<file path="src/rtl/serial_frame_deserializer_pkg.sv">
// Shared types and constants for the serial frame deserializer: FSM encoding,
// default field widths and the counter-width helper.
package serial_frame_pkg;

  typedef enum logic [1:0] {
    IDLE = 2'd0,
    PORT = 2'd1,
    LEN  = 2'd2,
    DATA = 2'd3
  } frame_state_e;

  localparam int DEF_PORT_W = 2;
  localparam int DEF_LEN_W  = 4;

  function automatic int clog2(input int n);
    int r;
    r = 0;
    while ((1 << r) < n) r++;
    return r;
  endfunction

  // The bit counter is shared by all three phases, so it must reach the
  // largest terminal value of any of them (and hold the value 1 loaded in IDLE).
  function automatic int cnt_width(input int port_w, input int len_w);
    int w;
    w = clog2(2 ** len_w);
    if (clog2(port_w) > w) w = clog2(port_w);
    if (clog2(len_w) > w) w = clog2(len_w);
    if (w < 1) w = 1;
    return w;
  endfunction

endpackage

</file>
<file path="src/rtl/serial_frame_deserializer_if.sv">
// Serial input stream plus valid/ack word output of the frame deserializer.
interface serial_frame_deserializer_if
  import serial_frame_pkg::*;
#(
  parameter int PORT_W = DEF_PORT_W,
  parameter int LEN_W  = DEF_LEN_W,
  parameter int DATA_W = 2 ** LEN_W
);
  logic              sd;
  logic              sd_valid;
  logic              word_ack;
  logic              word_valid;
  logic [PORT_W-1:0] word_port;
  logic [LEN_W-1:0]  word_len;
  logic [DATA_W-1:0] word_data;
  logic              abort_pulse;
  logic              overflow_pulse;

  modport master (
    output sd, sd_valid, word_ack,
    input  word_valid, word_port, word_len, word_data, abort_pulse, overflow_pulse
  );

  modport slave (
    input  sd, sd_valid, word_ack,
    output word_valid, word_port, word_len, word_data, abort_pulse, overflow_pulse
  );
endinterface

</file>
<file path="src/rtl/serial_frame_deserializer_bit_counter.sv">
// Loadable up-counter with clear and a terminal-value compare, reused for the
// port, length and data phases of a frame.
module frame_bit_counter #(
  parameter int W = 4
) (
  input  logic         clk,
  input  logic         rst,
  input  logic         clr,
  input  logic         load,
  input  logic [W-1:0] load_val,
  input  logic         inc,
  input  logic [W-1:0] term_val,
  output logic [W-1:0] cnt,
  output logic         at_term
);

  always_ff @(posedge clk) begin
    if (rst)       cnt <= '0;
    else if (clr)  cnt <= '0;
    else if (load) cnt <= load_val;
    else if (inc)  cnt <= cnt + 1'b1;
  end

  assign at_term = (cnt == term_val);

endmodule

</file>
<file path="src/rtl/serial_frame_deserializer.sv">
// Deserializes port/length/payload frames from a serial stream into a
// valid/ack holding register, flagging aborted and dropped frames.
module serial_frame_deserializer
  import serial_frame_pkg::*;
#(
  parameter int PORT_W = DEF_PORT_W,
  parameter int LEN_W  = DEF_LEN_W,
  parameter int DATA_W = 2 ** LEN_W
) (
  input logic                      clk,
  input logic                      rst,
  serial_frame_deserializer_if.slave bus
);

  localparam int CNT_W = cnt_width(PORT_W, LEN_W);

  frame_state_e      state, state_d;
  logic              cnt_clr, cnt_load, cnt_inc, at_term;
  logic [CNT_W-1:0]  cnt, term_val;
  logic              shift_port, shift_len, shift_data, clr_data;
  logic              frame_done, abort;

  logic [PORT_W-1:0] port_sr_p0;
  logic [LEN_W-1:0]  len_sr_p0;
  logic [DATA_W-1:0] data_sr_p0, data_shift;

  logic              vld_p1, abort_p1, ovf_p1;
  logic [PORT_W-1:0] port_p1;
  logic [LEN_W-1:0]  len_p1;
  logic [DATA_W-1:0] data_p1;

  frame_bit_counter #(.W(CNT_W)) u_cnt (
    .clk      (clk),
    .rst      (rst),
    .clr      (cnt_clr),
    .load     (cnt_load),
    .load_val (CNT_W'(1)),
    .inc      (cnt_inc),
    .term_val (term_val),
    .cnt      (cnt),
    .at_term  (at_term)
  );

  // Payload including the bit arriving this cycle; the completion path
  // loads this so the last bit needs no extra cycle.
  assign data_shift = DATA_W'({data_sr_p0, bus.sd});

  always_ff @(posedge clk) begin
    if (rst) state <= IDLE;
    else     state <= state_d;
  end

  always_comb begin
    state_d    = state;
    cnt_clr    = 1'b0;
    cnt_load   = 1'b0;
    cnt_inc    = 1'b0;
    term_val   = '0;
    shift_port = 1'b0;
    shift_len  = 1'b0;
    shift_data = 1'b0;
    clr_data   = 1'b0;
    frame_done = 1'b0;
    abort      = 1'b0;
    case (state)
      IDLE: begin
        if (bus.sd_valid) begin
          shift_port = 1'b1;
          if (PORT_W == 1) begin
            state_d = LEN;
            cnt_clr = 1'b1;
          end else begin
            state_d  = PORT;
            cnt_load = 1'b1;
          end
        end
      end
      PORT: begin
        term_val = CNT_W'(PORT_W - 1);
        if (!bus.sd_valid) begin
          abort   = 1'b1;
          state_d = IDLE;
          cnt_clr = 1'b1;
        end else begin
          shift_port = 1'b1;
          if (at_term) begin
            state_d = LEN;
            cnt_clr = 1'b1;
          end else begin
            cnt_inc = 1'b1;
          end
        end
      end
      LEN: begin
        term_val = CNT_W'(LEN_W - 1);
        if (!bus.sd_valid) begin
          abort   = 1'b1;
          state_d = IDLE;
          cnt_clr = 1'b1;
        end else begin
          shift_len = 1'b1;
          if (at_term) begin
            state_d  = DATA;
            cnt_clr  = 1'b1;
            clr_data = 1'b1;
          end else begin
            cnt_inc = 1'b1;
          end
        end
      end
      DATA: begin
        term_val = CNT_W'(len_sr_p0);
        if (!bus.sd_valid) begin
          abort   = 1'b1;
          state_d = IDLE;
          cnt_clr = 1'b1;
        end else begin
          shift_data = 1'b1;
          if (at_term) begin
            frame_done = 1'b1;
            state_d    = IDLE;
            cnt_clr    = 1'b1;
          end else begin
            cnt_inc = 1'b1;
          end
        end
      end
      default: state_d = IDLE;
    endcase
  end

  // Stage p0: field shift registers
  always_ff @(posedge clk) begin
    if (rst) begin
      port_sr_p0 <= '0;
      len_sr_p0  <= '0;
      data_sr_p0 <= '0;
    end else begin
      if (shift_port) port_sr_p0 <= PORT_W'({port_sr_p0, bus.sd});
      if (shift_len)  len_sr_p0  <= LEN_W'({len_sr_p0, bus.sd});
      if (clr_data)        data_sr_p0 <= '0;
      else if (shift_data) data_sr_p0 <= data_shift;
    end
  end

  // Stage p1: holding register and status pulses
  always_ff @(posedge clk) begin
    if (rst) begin
      vld_p1   <= 1'b0;
      abort_p1 <= 1'b0;
      ovf_p1   <= 1'b0;
      port_p1  <= '0;
      len_p1   <= '0;
      data_p1  <= '0;
    end else begin
      abort_p1 <= abort;
      ovf_p1   <= frame_done && vld_p1 && !bus.word_ack;
      if (frame_done && (!vld_p1 || bus.word_ack)) begin
        vld_p1  <= 1'b1;
        port_p1 <= port_sr_p0;
        len_p1  <= len_sr_p0;
        data_p1 <= data_shift;
      end else if (vld_p1 && bus.word_ack) begin
        vld_p1 <= 1'b0;
      end
    end
  end

  assign bus.word_valid     = vld_p1;
  assign bus.word_port      = port_p1;
  assign bus.word_len       = len_p1;
  assign bus.word_data      = data_p1;
  assign bus.abort_pulse    = abort_p1;
  assign bus.overflow_pulse = ovf_p1;

endmodule

</file>
<file path="src/flat_wrapper.sv">
// flat-port wrapper written by rule: the top's interface ports become plain ports
module serial_frame_deserializer_flat import serial_frame_pkg::*;
#(
  parameter int PORT_W = DEF_PORT_W,
  parameter int LEN_W  = DEF_LEN_W,
  parameter int DATA_W = 2 ** LEN_W
)
  (clk, rst, bus_sd, bus_sd_valid, bus_word_ack, bus_word_valid, bus_word_port, bus_word_len, bus_word_data, bus_abort_pulse, bus_overflow_pulse);
  serial_frame_deserializer_if #(.PORT_W(PORT_W), .LEN_W(LEN_W), .DATA_W(DATA_W)) bus_i ();
  input logic clk;
  input logic rst;
  input wire logic [$bits(bus_i.sd)-1:0] bus_sd;
  input wire logic [$bits(bus_i.sd_valid)-1:0] bus_sd_valid;
  input wire logic [$bits(bus_i.word_ack)-1:0] bus_word_ack;
  output wire logic [$bits(bus_i.word_valid)-1:0] bus_word_valid;
  output wire logic [$bits(bus_i.word_port)-1:0] bus_word_port;
  output wire logic [$bits(bus_i.word_len)-1:0] bus_word_len;
  output wire logic [$bits(bus_i.word_data)-1:0] bus_word_data;
  output wire logic [$bits(bus_i.abort_pulse)-1:0] bus_abort_pulse;
  output wire logic [$bits(bus_i.overflow_pulse)-1:0] bus_overflow_pulse;
  assign bus_i.sd = bus_sd;
  assign bus_i.sd_valid = bus_sd_valid;
  assign bus_i.word_ack = bus_word_ack;
  assign bus_word_valid = bus_i.word_valid;
  assign bus_word_port = bus_i.word_port;
  assign bus_word_len = bus_i.word_len;
  assign bus_word_data = bus_i.word_data;
  assign bus_abort_pulse = bus_i.abort_pulse;
  assign bus_overflow_pulse = bus_i.overflow_pulse;
  serial_frame_deserializer #(.PORT_W(PORT_W), .LEN_W(LEN_W), .DATA_W(DATA_W)) u_core (.clk(clk), .rst(rst), .bus(bus_i));
endmodule
</file>
<file path="config.mk">
export PLATFORM = sky130hd
export DESIGN_NAME = serial_frame_deserializer_flat
export DESIGN_NICKNAME = d
export VERILOG_FILES = /design/src/rtl/serial_frame_deserializer_pkg.sv /design/src/rtl/serial_frame_deserializer_if.sv /design/src/rtl/serial_frame_deserializer_bit_counter.sv /design/src/rtl/serial_frame_deserializer.sv /design/src/flat_wrapper.sv
export SDC_FILE = /design/constraint.sdc
export NUM_CORES = 1
export LEC_CHECK = 0
export BUFFER_PORTS_ARGS = -buffer_cell sky130_fd_sc_hd__buf_2
export CAP_MARGIN = 20
export CORE_AREA = 2 2 93 73
export CTS_BUF_LIST = sky130_fd_sc_hd__clkbuf_2 sky130_fd_sc_hd__clkbuf_4 sky130_fd_sc_hd__clkbuf_8
export CTS_CLUSTER_DIAMETER = 150
export CTS_CLUSTER_SIZE = 40
export DETAILED_ROUTE_END_ITERATION = 16
export DIE_AREA = 0 0 95 75
export PLACE_DENSITY = 0.55
export SLEW_MARGIN = 40
export SYNTH_ARGS = -nofsm -noshare
export SYNTH_HDL_FRONTEND = slang
export SYNTH_SLANG_ARGS = --single-unit
</file>
<file path="constraint.sdc">
create_clock -name clk -period 2.68 [get_ports clk]
set_input_delay 0.268 -clock clk [delete_from_list [all_inputs] [get_ports clk]]
set_output_delay 0.268 -clock clk [all_outputs]
set_load 0.05 [all_outputs]
</file>
Word-level counts from Yosys, hierarchy flattened --
Index checks and enable logic that the tools add are counted.
Storage, ports and cells: register bits 52, output and inout bits 25, input bits 5
Operators by class: eq/ne operators 8, muxes and demuxes 28, reduce and logical (&&, ||, !) cells 17, bitwise logic cells 1, add/subtract/negate cells 1
Operators by type and width (number):
- 1-bit 2-to-1 mux | 19
- 2-bit 2-to-1 mux | 7
- 4-bit case mux with 3 select lines | 1
- 3-bit by 2-bit inequality test with 1-bit output (second input constant) | 3
- 2-bit case mux with 4 select lines | 1
- 2-bit OR reduction | 4
- 3-bit OR reduction | 2
- 4-bit by 1-bit adder with 4-bit output (second input constant) | 1
- 2-bit == test (second input constant) | 2
- 4-bit == test | 1
- 1-bit logical AND | 4
- 4-bit AND reduction | 1
- 2-bit nonzero test | 2
- 2-bit by 1-bit == test with 1-bit output (second input constant) | 1
- 1-bit logical NOT | 2
- 2-bit logical NOT | 1
- 2-bit inequality test (second input constant) | 1
- 1-bit logical OR | 1
- 1-bit inverter | 1

Logic depth before layout (Yosys ltp) --
Gate-level depths: netlist (run 1).
depth in word-level cells 8, depth in mapped cells 8, mapped depth without buffers 5

Modules after synthesis --
From an unflattened synthesis (run 1), not the netlist that was laid out.
Second synthesis, totals: cells, all modules 246, area, all modules 2270.9 um^2
Modules (own cells, without submodules):
- serial_frame_deserializer | area an instance 2033.2 um^2, cells an instance 218, seq. area each 960.9 um^2, instances 1
- frame_bit_counter | area an instance 237.7 um^2, cells an instance 28, seq. area each 80.1 um^2, instances 1

Worst setup path before layout (run 1) --
No wires, ideal clock.
path kind flip-flop to flip-flop, start reg u_core.state[0], end reg u_core.data_p1[15], in the netlist u_core.bus.word_data[15], required time 2.546 ns, buffers on the path 3, period minus slack after synthesis 1.931 ns, path slack 0.749 ns, data arrival time 1.797 ns, cell stages (with the launch flop) 9, cells stage by stage dfxtp_1 > buf_4 > or3b_1 > a211o_1 > o221a_4 > buf_6 > buf_2 > o31ai_1 > a21oi_1
Between the ends: cells in the longest elaborated chain, start to end 7, elaborated cells between the ends (all ways) 9, those cells by class 4 x eq/ne; 4 x mux; 1 x reduce/logical
RTL lines:
- start, declared | line serial_frame_deserializer.sv:17 | frame_state_e state, state_d;
- start signal, assigned | line serial_frame_deserializer.sv:50 | else state <= state_d;
- 2-bit == test / 2-bit by 1-bit == test with 1-bit output (equally long branches) | line serial_frame_deserializer.sv:65 | case (state)
- 4-bit case mux with 3 select lines | line serial_frame_deserializer.sv:65
- 4-bit == test | line serial_frame_deserializer_bit_counter.sv:24 | assign at_term = (cnt == term_val);
- 1-bit 2-to-1 mux | line serial_frame_deserializer.sv:119 | if (at_term) begin
- 1-bit 2-to-1 mux | line serial_frame_deserializer.sv:113 | if (!bus.sd_valid) begin
- 1-bit 2-to-1 mux * | line serial_frame_deserializer.sv:65
- 1-bit logical AND * | line serial_frame_deserializer.sv:158 | if (frame_done && (!vld_p1 || bus.word_ack)) begin
- end signal, assigned | line serial_frame_deserializer.sv:162 | data_p1 <= data_shift;
- end, declared | line serial_frame_deserializer.sv:30 | logic [DATA_W-1:0] data_p1;
Every way passes the cells marked *; elsewhere a longest branch is shown, timed or not. A chain may end at the register's enable or synchronous reset.

Worst setup path after layout (run 1) --
start reg u_core.state[0], end reg u_core.state[1]
Between the ends: cells in the longest elaborated chain, start to end 5, elaborated cells between the ends (all ways) 12, those cells by class 8 x eq/ne; 2 x mux; 2 x reduce/logical
RTL lines (line):
- 2-bit == test / 2-bit by 1-bit == test with 1-bit output (equally long branches) | serial_frame_deserializer.sv:65
- 4-bit case mux with 3 select lines | serial_frame_deserializer.sv:65
- 4-bit == test | serial_frame_deserializer_bit_counter.sv:24
- 3-bit by 2-bit inequality test with 1-bit output (no line)
- 4-bit AND reduction (no line)
Parallel ways exist; a longest one is shown, timed or not.

==> impl_results.md, run 1 <==
* Startpoint Class: flop
* Skew final at between 0.01 and 0.015 ns
* Largest net degree at the start of global routing at 34
* DR vias at between 1,500 and 2,000
* WP data arrival at about 2.4 ns
* Clock buffer depth at 2
* Hold slack at 0.248 ns
* Final max-slew violation count at 0
* Leakage at around 1.1 nW
* Syn nets at 251
* DRT Wirelength at between 5000 and 6000 um
* R2R setup slack at slightly below 0.5 ns
* Place WS at just under 0.5 ns
* Clock Latency Late Sink at 0.32 ns
* Reg2reg start: u_core.state[0]
* Boundary pin count at 30
* DR WL/cell at 15.6 um
* Vias in the first global route at about 1,700
* Root Driver: clkbuf_8
* Hold-fix buffers, CTS at 0
* Peak VDD IR at 0.233 mV
* Final min period at 2.20 ns
* Type of the worst setup path: flop to flop
* Max_slew headroom at 0.546
* Syn avg cell area at 9.37 um^2
* Min-Delay Path Depth at 3
* Max-cap check violation count at 0
* Critical Path RT at about 3 ns
* Fmax at between 400 and 500 MHz
* Global route total overflow at 0
* Final ANT Viol Nets at 0
* Mapped Cells at between 200 and 250
* DR iter-0 viols at between 100 and 150
* Post-DP HPWL at between 3000 and 4000 um
* Worst R2R Path Depth at 5
* Total Power at about 1.4 mW
* GRT Util Overall at 0.162
* Pwr/cell area at around 530 nW/um^2
* Final Cycle Share at 0.820
* Post-synthesis sequential area ratio at 0.453
* PostCTS Resize Cnt at 0
* Area after DPL at between 2000 and 2500 um^2
* Synthesized area at about 2300 um^2
* Initial core utilization at 0.373
* FP Rows at 25
* CTS clk-pin slew, worst paths at approximately 0.10 ns
* Vias per std cell at approximately 5.5
* Final TNS setup at 0 ns
* Fin. Hold Viols at 0
* Placed cells at approximately 340
* Status: completed
* Die area at 7130 um^2
* Final Instance Area at roughly 2600 um^2
* Die height at about 75 um
* Area growth syn-to-layout at 12.3%
* Worst-Margin Slew at 0.680 ns
* Core Box Area at ~6200 um^2
* Hold_sp: bus_sd
* # nets final at around 270
* HP Class: primary input to flop
* Num CTS Buffers at 5
* GPL Wtd Cong at between 0.8 and 0.9
* Clk sinks at between 50 and 60
* Setup repair bufs after CTS at 0
* Distinct cells, synth at 40
* DRT Pass-1 Iters at 4
* Drt drc at 0
* Crit-path max FO at 30
* TritonCTS clock tree: built
* WHS Endpoint: u_core.bus.word_data[0]
* CP Capture Type: flop
* Final setup fails at 0
* FF+latch count, synth at 52
* Reg-to-reg endpoint: u_core.state[1]
* H-tree levels at 2
* Die W at approximately 95 um
* Fin cells at 345
* Finished Core Util at 0.418
* First-pass GRT wire length at between 8000 and 9000 um
* Warnings from Yosys at 0
* Ratio of cells with drive above 1 in the final layout at 0.208
* Number of antenna violations at the first check in global routing at 0
* Fillers at 613
* Worst setup margin at 0.483 ns
* Port Buffers at 29
* Ant diodes at 0
* RSZ-0062 raised after global routing: false
state kept, by name, summed over array words and instances, names as in the netlist, 2 cells and up:
signal	cells
u_core.state	2
u_core.u_cnt.cnt	4
u_core.data_sr_p0	15
u_core.port_sr_p0	2
u_core.bus.word_data	16
u_core.bus.word_len	4
u_core.bus.word_port	2
u_core.len_sr_p0	4
worst max-delay path by stage:
stage	start	to
after floorplan	u_core.state[0]	u_core.bus.word_data[15]
after global placement	u_core.state[0]	u_core.data_sr_p0[5]
after detailed placement	u_core.state[0]	u_core.data_sr_p0[0]
after CTS	u_core.state[0]	u_core.data_sr_p0[0]
after global routing	u_core.state[0]	u_core.state[1]
final	u_core.state[0]	u_core.state[1]
metal layers:
metal | global-route usage | share of wire
met1 | 0.247 | 0.54
met2 | 0.221 | 0.38
met3 | 0.0370 | 0.056
met4 | 0.0628 | 0.015
met5 | 0 | 0
Yosys cell counts (all sizes together):
master    n  area share
clkbuf   12       0.020
o221ai    2      0.0076
xor2      2      0.0076
nand3b    4       0.013
or4       1      0.0033
o221a     2       0.014
buf      13       0.035
nor3      4       0.011
a311oi    2       0.010
a31o      1      0.0038
ha        1      0.0054
nand3     4       0.011
o211ai    1      0.0033
inv       3      0.0049
nor2b     3      0.0082
a311o     1      0.0044
nor2     24       0.039
or3b      1      0.0038
or3       1      0.0049
nand4    23       0.063
a21oi    29       0.065
nand2     6      0.0098
a211o     1      0.0038
nand2b    4       0.011
o2111ai   1      0.0038
xnor2     1      0.0038
o31ai    24       0.084
dfxtp    52        0.45
a32o      1      0.0044
nor4      2      0.0054
mux2i    19       0.083
final cells by class:
class | count | area (um^2) | share of cell area
inverters | 3 | 11.3 | 0.00437
flip-flops and latches | 52 | 1040 | 0.404
multi-input cells | 165 | 1140 | 0.442
well taps | 81 | 101 | 0.0393
repair buffers | 36 | 198 | 0.0767
clock inverters | 3 | 18.8 | 0.00728
clock buffers | 5 | 68.8 | 0.0267
power by group:
| group | leakage [nW] | total (mW) | internal [mW] | switching [mW] |
|---|---|---|---|---|
| clock network | 0.0479 | 0.453 | 0.183 | 0.270 |
| registers | 0.420 | 0.788 | 0.778 | 0.0109 |
| logic | 0.601 | 0.131 | 0.0366 | 0.0948 |
cells by family (layout without fill, tap and decap cells):
| logic type | Yosys count | after routing | share of synthesized area |
|---|---|---|---|
| DFF | 52 | 52 | 0.453 |
| and+or+nand+nor | 77 | 77 | 0.183 |
| muxes | 19 | 19 | 0.0828 |
| xor gates and xnor gates | 3 | 3 | 0.0114 |
| adders and majority gates | 1 | 1 | 0.00545 |
| AOI/OAI and AO/OA | 65 | 65 | 0.204 |
| buffers and inverters | 28 | 47 | 0.0594 |
layout by cell type, fill, tap and decap left out, types with 2 or more instances in the layout:
cell      count
xor2_1        2
nor3_1        3
nand2_1       6
inv_1         3
buf_2        29
clkbuf_8      5
a21oi_1      28
nor2b_1       3
buf_4         7
nand3b_1      4
nand3_1       3
clkinv_2      2
nand2b_1      3
mux2i_1      19
nor4_1        2
nor2_1       24
nand4_1      23
dfxtp_1      52
o31ai_1      23
critical path, stage by stage (launching register included):
cell,delay (ns)
dfxtp_1,0.55
or3b_1,0.39
a211o_1,0.34
o221a_4,0.25
or4_1,0.44
a21oi_1,0.15
Note: power is estimated with default switching activity, not from simulation.
==> inputs of run 2 (changes only) <==
- clock period: 2.68 -> 2.1 ns (I/O delays scaled with it)
==> impl_results.md, run 2 (same netlist as run 1, synthesis figures left out) <==
* Status: completed
* Final ANT Viol Nets at 0
* Most frequent cells in the layout: 52 x dfxtp_1, 29 x buf_2, 28 x a21oi_1, 24 x nor2_1
* DRT Pass-1 Iters at 4
* Met1 Use GR at 0.254
* CTS clk-pin slew, worst paths at about 0.090 ns
* Core Box Area at 6160 um^2
* Critical Path RT at 2.32 ns
* GPL Wtd Cong at 0.820
* Die W at roughly 95 um
* Peak VDD IR at between 0.2 and 0.3 mV
* Fin cells at 359
* Fin. Hold Viols at 0
* GR peak layer: met1
* TritonCTS clock tree: built
* Die area at between 7000 and 8000 um^2
* Initial core utilization at 0.373
* WP data arrival at roughly 2.2 ns
* Clock buffer depth at 2
* Vias per std cell at about 5.4
* Fmax at ~500 MHz
* Worst-Margin Slew at about 0.62 ns
* DR vias at 1,953
* H-tree levels at 2
* Clk sinks at 52
* Commonest non-fill, non-tap cell in the layout: dfxtp_1
* Global route total overflow at 0
* Final min period at about 2.0 ns
* First-pass GRT wire length at ~9300 um
* Met3 Use GR at 0.0380
* FP Rows at 25
* GRT Util Overall at 0.169
* Num CTS Buffers at 5
* RSZ-0062 raised after global routing: false
* Crit-path max FO at 15
* Number of antenna violations at the first check in global routing at 0
* Final setup fails at 0
* Final TNS setup at 0 ns
* Drt drc at 0
* Boundary pin count at 30
* HP Class: primary input to flop
* Hold-fix buffers, CTS at 0
* Met2 usage at 0.243
* Startpoint Class: flop
* Port Buffers at 29
* DR iter-0 viols at about 100
* Vias in the first global route at around 1,900
* Area growth syn-to-layout at 17.9%
* Pwr/cell area at ~650 nW/um^2
* Largest net degree at the start of global routing at 24
* DRT Wirelength at 5650 um
* Clock Latency Late Sink at 0.30 ns
* Final max-slew violation count at 0
* Leakage at between 1 and 1.5 nW
* Type of the worst setup path: flop to flop
* CP Capture Type: flop
* Max_slew headroom at 0.584
* Final Cycle Share at 0.934
* Placed cells at 350
* Die height at 75 um
* DR WL/cell at around 16 um
* Root Driver: clkbuf_8
* Skew final at 0.00795 ns
* Max-cap check violation count at 0
* # nets final at between 200 and 300
* Max FFs per register at 16
* Post-DP HPWL at about 3800 um
* Ratio of cells with drive above 1 in the final layout at 0.245
* Ant diodes at 0
-- run 2: changes by cell type in the layout (fill, tap and decap cells not counted), sizes merged --
cell | previous run | this run
buf | 36 | 51
clkinvlp | 0 | 1
clkinv | 3 | 1
-- run 2: final cells by class --
| class | instances | area, um^2 |
|---|---|---|
| Fill cell | 589 | 3460 |
| Multi-Input combinational cell | 165 | 1140 |
| Sequential cell | 52 | 1040 |
| Timing Repair Buffer | 51 | 335 |
| Tap cell | 81 | 101 |
| Clock buffer | 5 | 68.8 |
| Clock inverter | 2 | 12.5 |
| Inverter | 3 | 11.3 |
-- run 2: timing repair --
action                     4_1_cts  5_1_grt
hold endpoints to repair         0        0
setup endpoints to repair        0       21
buffers inserted                 0        2
resized for setup                0        0
-- run 2: report_power, final --
group / internal [mW] / switching [mW] / leakage, nW
combinational: 0.0755 / 0.131 / 0.685
sequential: 0.992 / 0.0105 / 0.420
clock: 0.227 / 0.327 / 0.0400
total: 1.29 / 0.468 / 1.14
-- run 2: worst max-delay path, cell delays in order, from the launching register on --
cell and delay [ns]:
dfxtp_1 0.40, or3b_1 0.36, a211o_1 0.33, o221a_4 0.21, or4_1 0.41, a21oi_1 0.17
-- run 2: final timing paths --
path	from	to	depth (start not counted)	slack [ns]
setup / recovery	u_core.state[0]	u_core.state[1]	5	0.14
hold / removal	bus_sd	u_core.data_sr_p0[0]	3	0.21
setup reg to reg	u_core.state[0]	u_core.state[1]	5	0.14
hold reg to reg	u_core.bus.word_data[12]	u_core.bus.word_data[12]	2	0.47
-- run 2: metal layers --
layer,part of all wire,vias to the layer above
met3,0.041,4
li1,-,976
met5,0,-
met2,0.42,41
met4,0.0074,0
met1,0.53,932
-- run 2: metrics by stage --
stage	instance area (um^2)	total power, mW	setup WS [ns]	util	hold WS (ns)
after floorplan	2300	1.16	0.169	-	0.354
after global placement	2610	1.22	0.120	0.424	0.448
after detailed placement	2610	1.22	0.0689	0.424	0.456
after CTS	2690	1.78	0.0440	0.437	0.211
after global routing	2710	1.84	0.0133	0.439	0.217
final	2710	1.76	0.139	0.439	0.214
==> inputs of run 3 (changes only) <==
==> constraint.sdc (replaced) <==
create_clock -name clk -period 2.1 [get_ports clk]
set_input_delay 0.42 -clock clk [delete_from_list [all_inputs] [get_ports clk]]
set_output_delay 0.42 -clock clk [all_outputs]
set_load 0.05 [all_outputs]
==> impl_results.md, run 3 (same netlist as run 1, synthesis figures left out) <==
* Fillers at slightly above 600
* Number of antenna violations at the first check in global routing at 0
* Peak VDD IR at roughly 0.24 mV
* DR iter-0 viols at 90
* Leakage at 1.14 nW
* Crit-path max FO at 18
* Skew final at around 0.011 ns
* CTS clk-pin slew, worst paths at around 0.090 ns
* Final Cycle Share at 0.930
* Ratio of cells with drive above 1 in the final layout at 0.245
* Port Buffers at 29
* Vias per std cell at roughly 5.4
* Placed cells at ~350
* Ant diodes at 0
* Most frequent cells in the layout: 51 x dfxtp_1, 29 x buf_2, 28 x a21oi_1, 24 x nor2_1
* Root Driver: clkbuf_8
* Max_slew headroom at 0.543
* Clock Latency Late Sink at ~0.30 ns
* Die height at 75 um
* Final setup fails at 0
* Final TNS setup at 0 ns
* GPL Wtd Cong at 0.818
* DRT Wirelength at ~5600 um
* Final max-slew violation count at 0
* FP Rows at 25
* WP data arrival at roughly 2.2 ns
* Die W at about 95 um
* Final ANT Viol Nets at 0
* DR vias at between 1,500 and 2,000
* Global route total overflow at 0
* DR WL/cell at 15.6 um
* Max FFs per register at 16
* GRT Util Overall at 0.164
* Area growth syn-to-layout at 18.0%
* Pwr/cell area at about 670 nW/um^2
* Die area at roughly 7100 um^2
* Fin cells at 358
* TritonCTS clock tree: built
* Fmax at 512 MHz
* DRT Pass-1 Iters at 4
* Min-Delay Path Depth at 3
* Type of the worst setup path: flop to flop
* First-pass GRT wire length at 8890 um
* Startpoint Class: flop
* Num CTS Buffers at 5
* Hold-fix buffers, CTS at 0
* Clk sinks at between 50 and 60
* Vias in the first global route at about 1,700
* Fin. Hold Viols at 0
* Critical Path RT at ~2.3 ns
* Core Box Area at just over 6000 um^2
* Initial core utilization at 0.373
* Status: completed
* CP Capture Type: flop
* Max-cap check violation count at 0
* Worst R2R Path Depth at 5
* RSZ-0062 raised after global routing: false
* Largest net degree at the start of global routing at 23
* Worst-Margin Slew at between 0.6 and 0.7 ns
* Boundary pin count at 30
* HP Class: primary input to flop
* Post-DP HPWL at roughly 3800 um
* # nets final at between 200 and 300
* Drt drc at 0
* Clock buffer depth at 2
* H-tree levels at 2
* Commonest non-fill, non-tap cell in the layout: dfxtp_1
* Finished Core Util at 0.440
* Final min period at between 1.5 and 2 ns
==> run 3: changes by cell type in the layout (fill, tap and decap cells not counted) <==
cell / change
dfxtp_1: -1
buf_4: -2
clkinv_2: -1
clkbuf_8: +1
clkbuf_4: +1
dfxtp_2: +1
==> run 3: through the flow <==
| stage | instance area [um^2] | setup WS (ns) | total power, mW | hold WS [ns] |
|---|---|---|---|---|
| 2_1_floorplan | 2300 | 0.169 | 1.16 | 0.449 |
| 3_3_place_gp | 2600 | 0.101 | 1.22 | 0.447 |
| 3_5_place_dp | 2600 | 0.0511 | 1.22 | 0.456 |
| 4_1_cts | 2700 | 0.0613 | 1.82 | 0.416 |
| 6_report | 2710 | 0.147 | 1.81 | 0.418 |
| 5_1_grt | 2710 | 0.0435 | 1.90 | 0.398 |
==> run 3: worst paths after layout <==
path | slack, ns | end | from
min reg2reg | 0.47 | u_core.bus.word_data[13] | u_core.bus.word_data[13]
max reg2reg | 0.15 | u_core.state[1] | u_core.state[0]
max | 0.15 | u_core.state[1] | u_core.state[0]
min | 0.42 | u_core.bus.word_data[0] | bus_sd
==> run 3: cell type report <==
type                       instances  area [um^2]  share of cell area
clock buffer                       7         90.1              0.0333
timing repair buffer              49          320               0.118
tap                               81          101              0.0374
sequential                        52         1040               0.385
inverter                           3         11.3             0.00416
clock inverter                     1         7.51             0.00277
multi-input combinational        165         1140               0.419
==> run 3: layer usage <==
layer  up-vias  wire length [um]  global-route usage
met5         -                 0                   0
met4         0                56              0.0515
met3         6               359              0.0400
met2        54              2230               0.239
met1       899              2950               0.240
li1        974                 -                   -
==> run 3: power breakdown <==
group / switching [mW] / internal, mW
sequential: 0.0100 / 0.993
combinational: 0.131 / 0.0712
clock: 0.325 / 0.281
total: 0.466 / 1.35
==> run 3: critical path, stage by stage, from the launching register on <==
cell and delay, ns:
dfxtp_1 0.38, or3b_1 0.36, a211o_1 0.33, o221a_4 0.21, or4_1 0.42, a21oi_1 0.18
==> run 3: repair_timing <==
item,4_1_cts,5_1_grt
resized for setup,0,1
setup endpoints to repair,0,15
buffers inserted,0,1
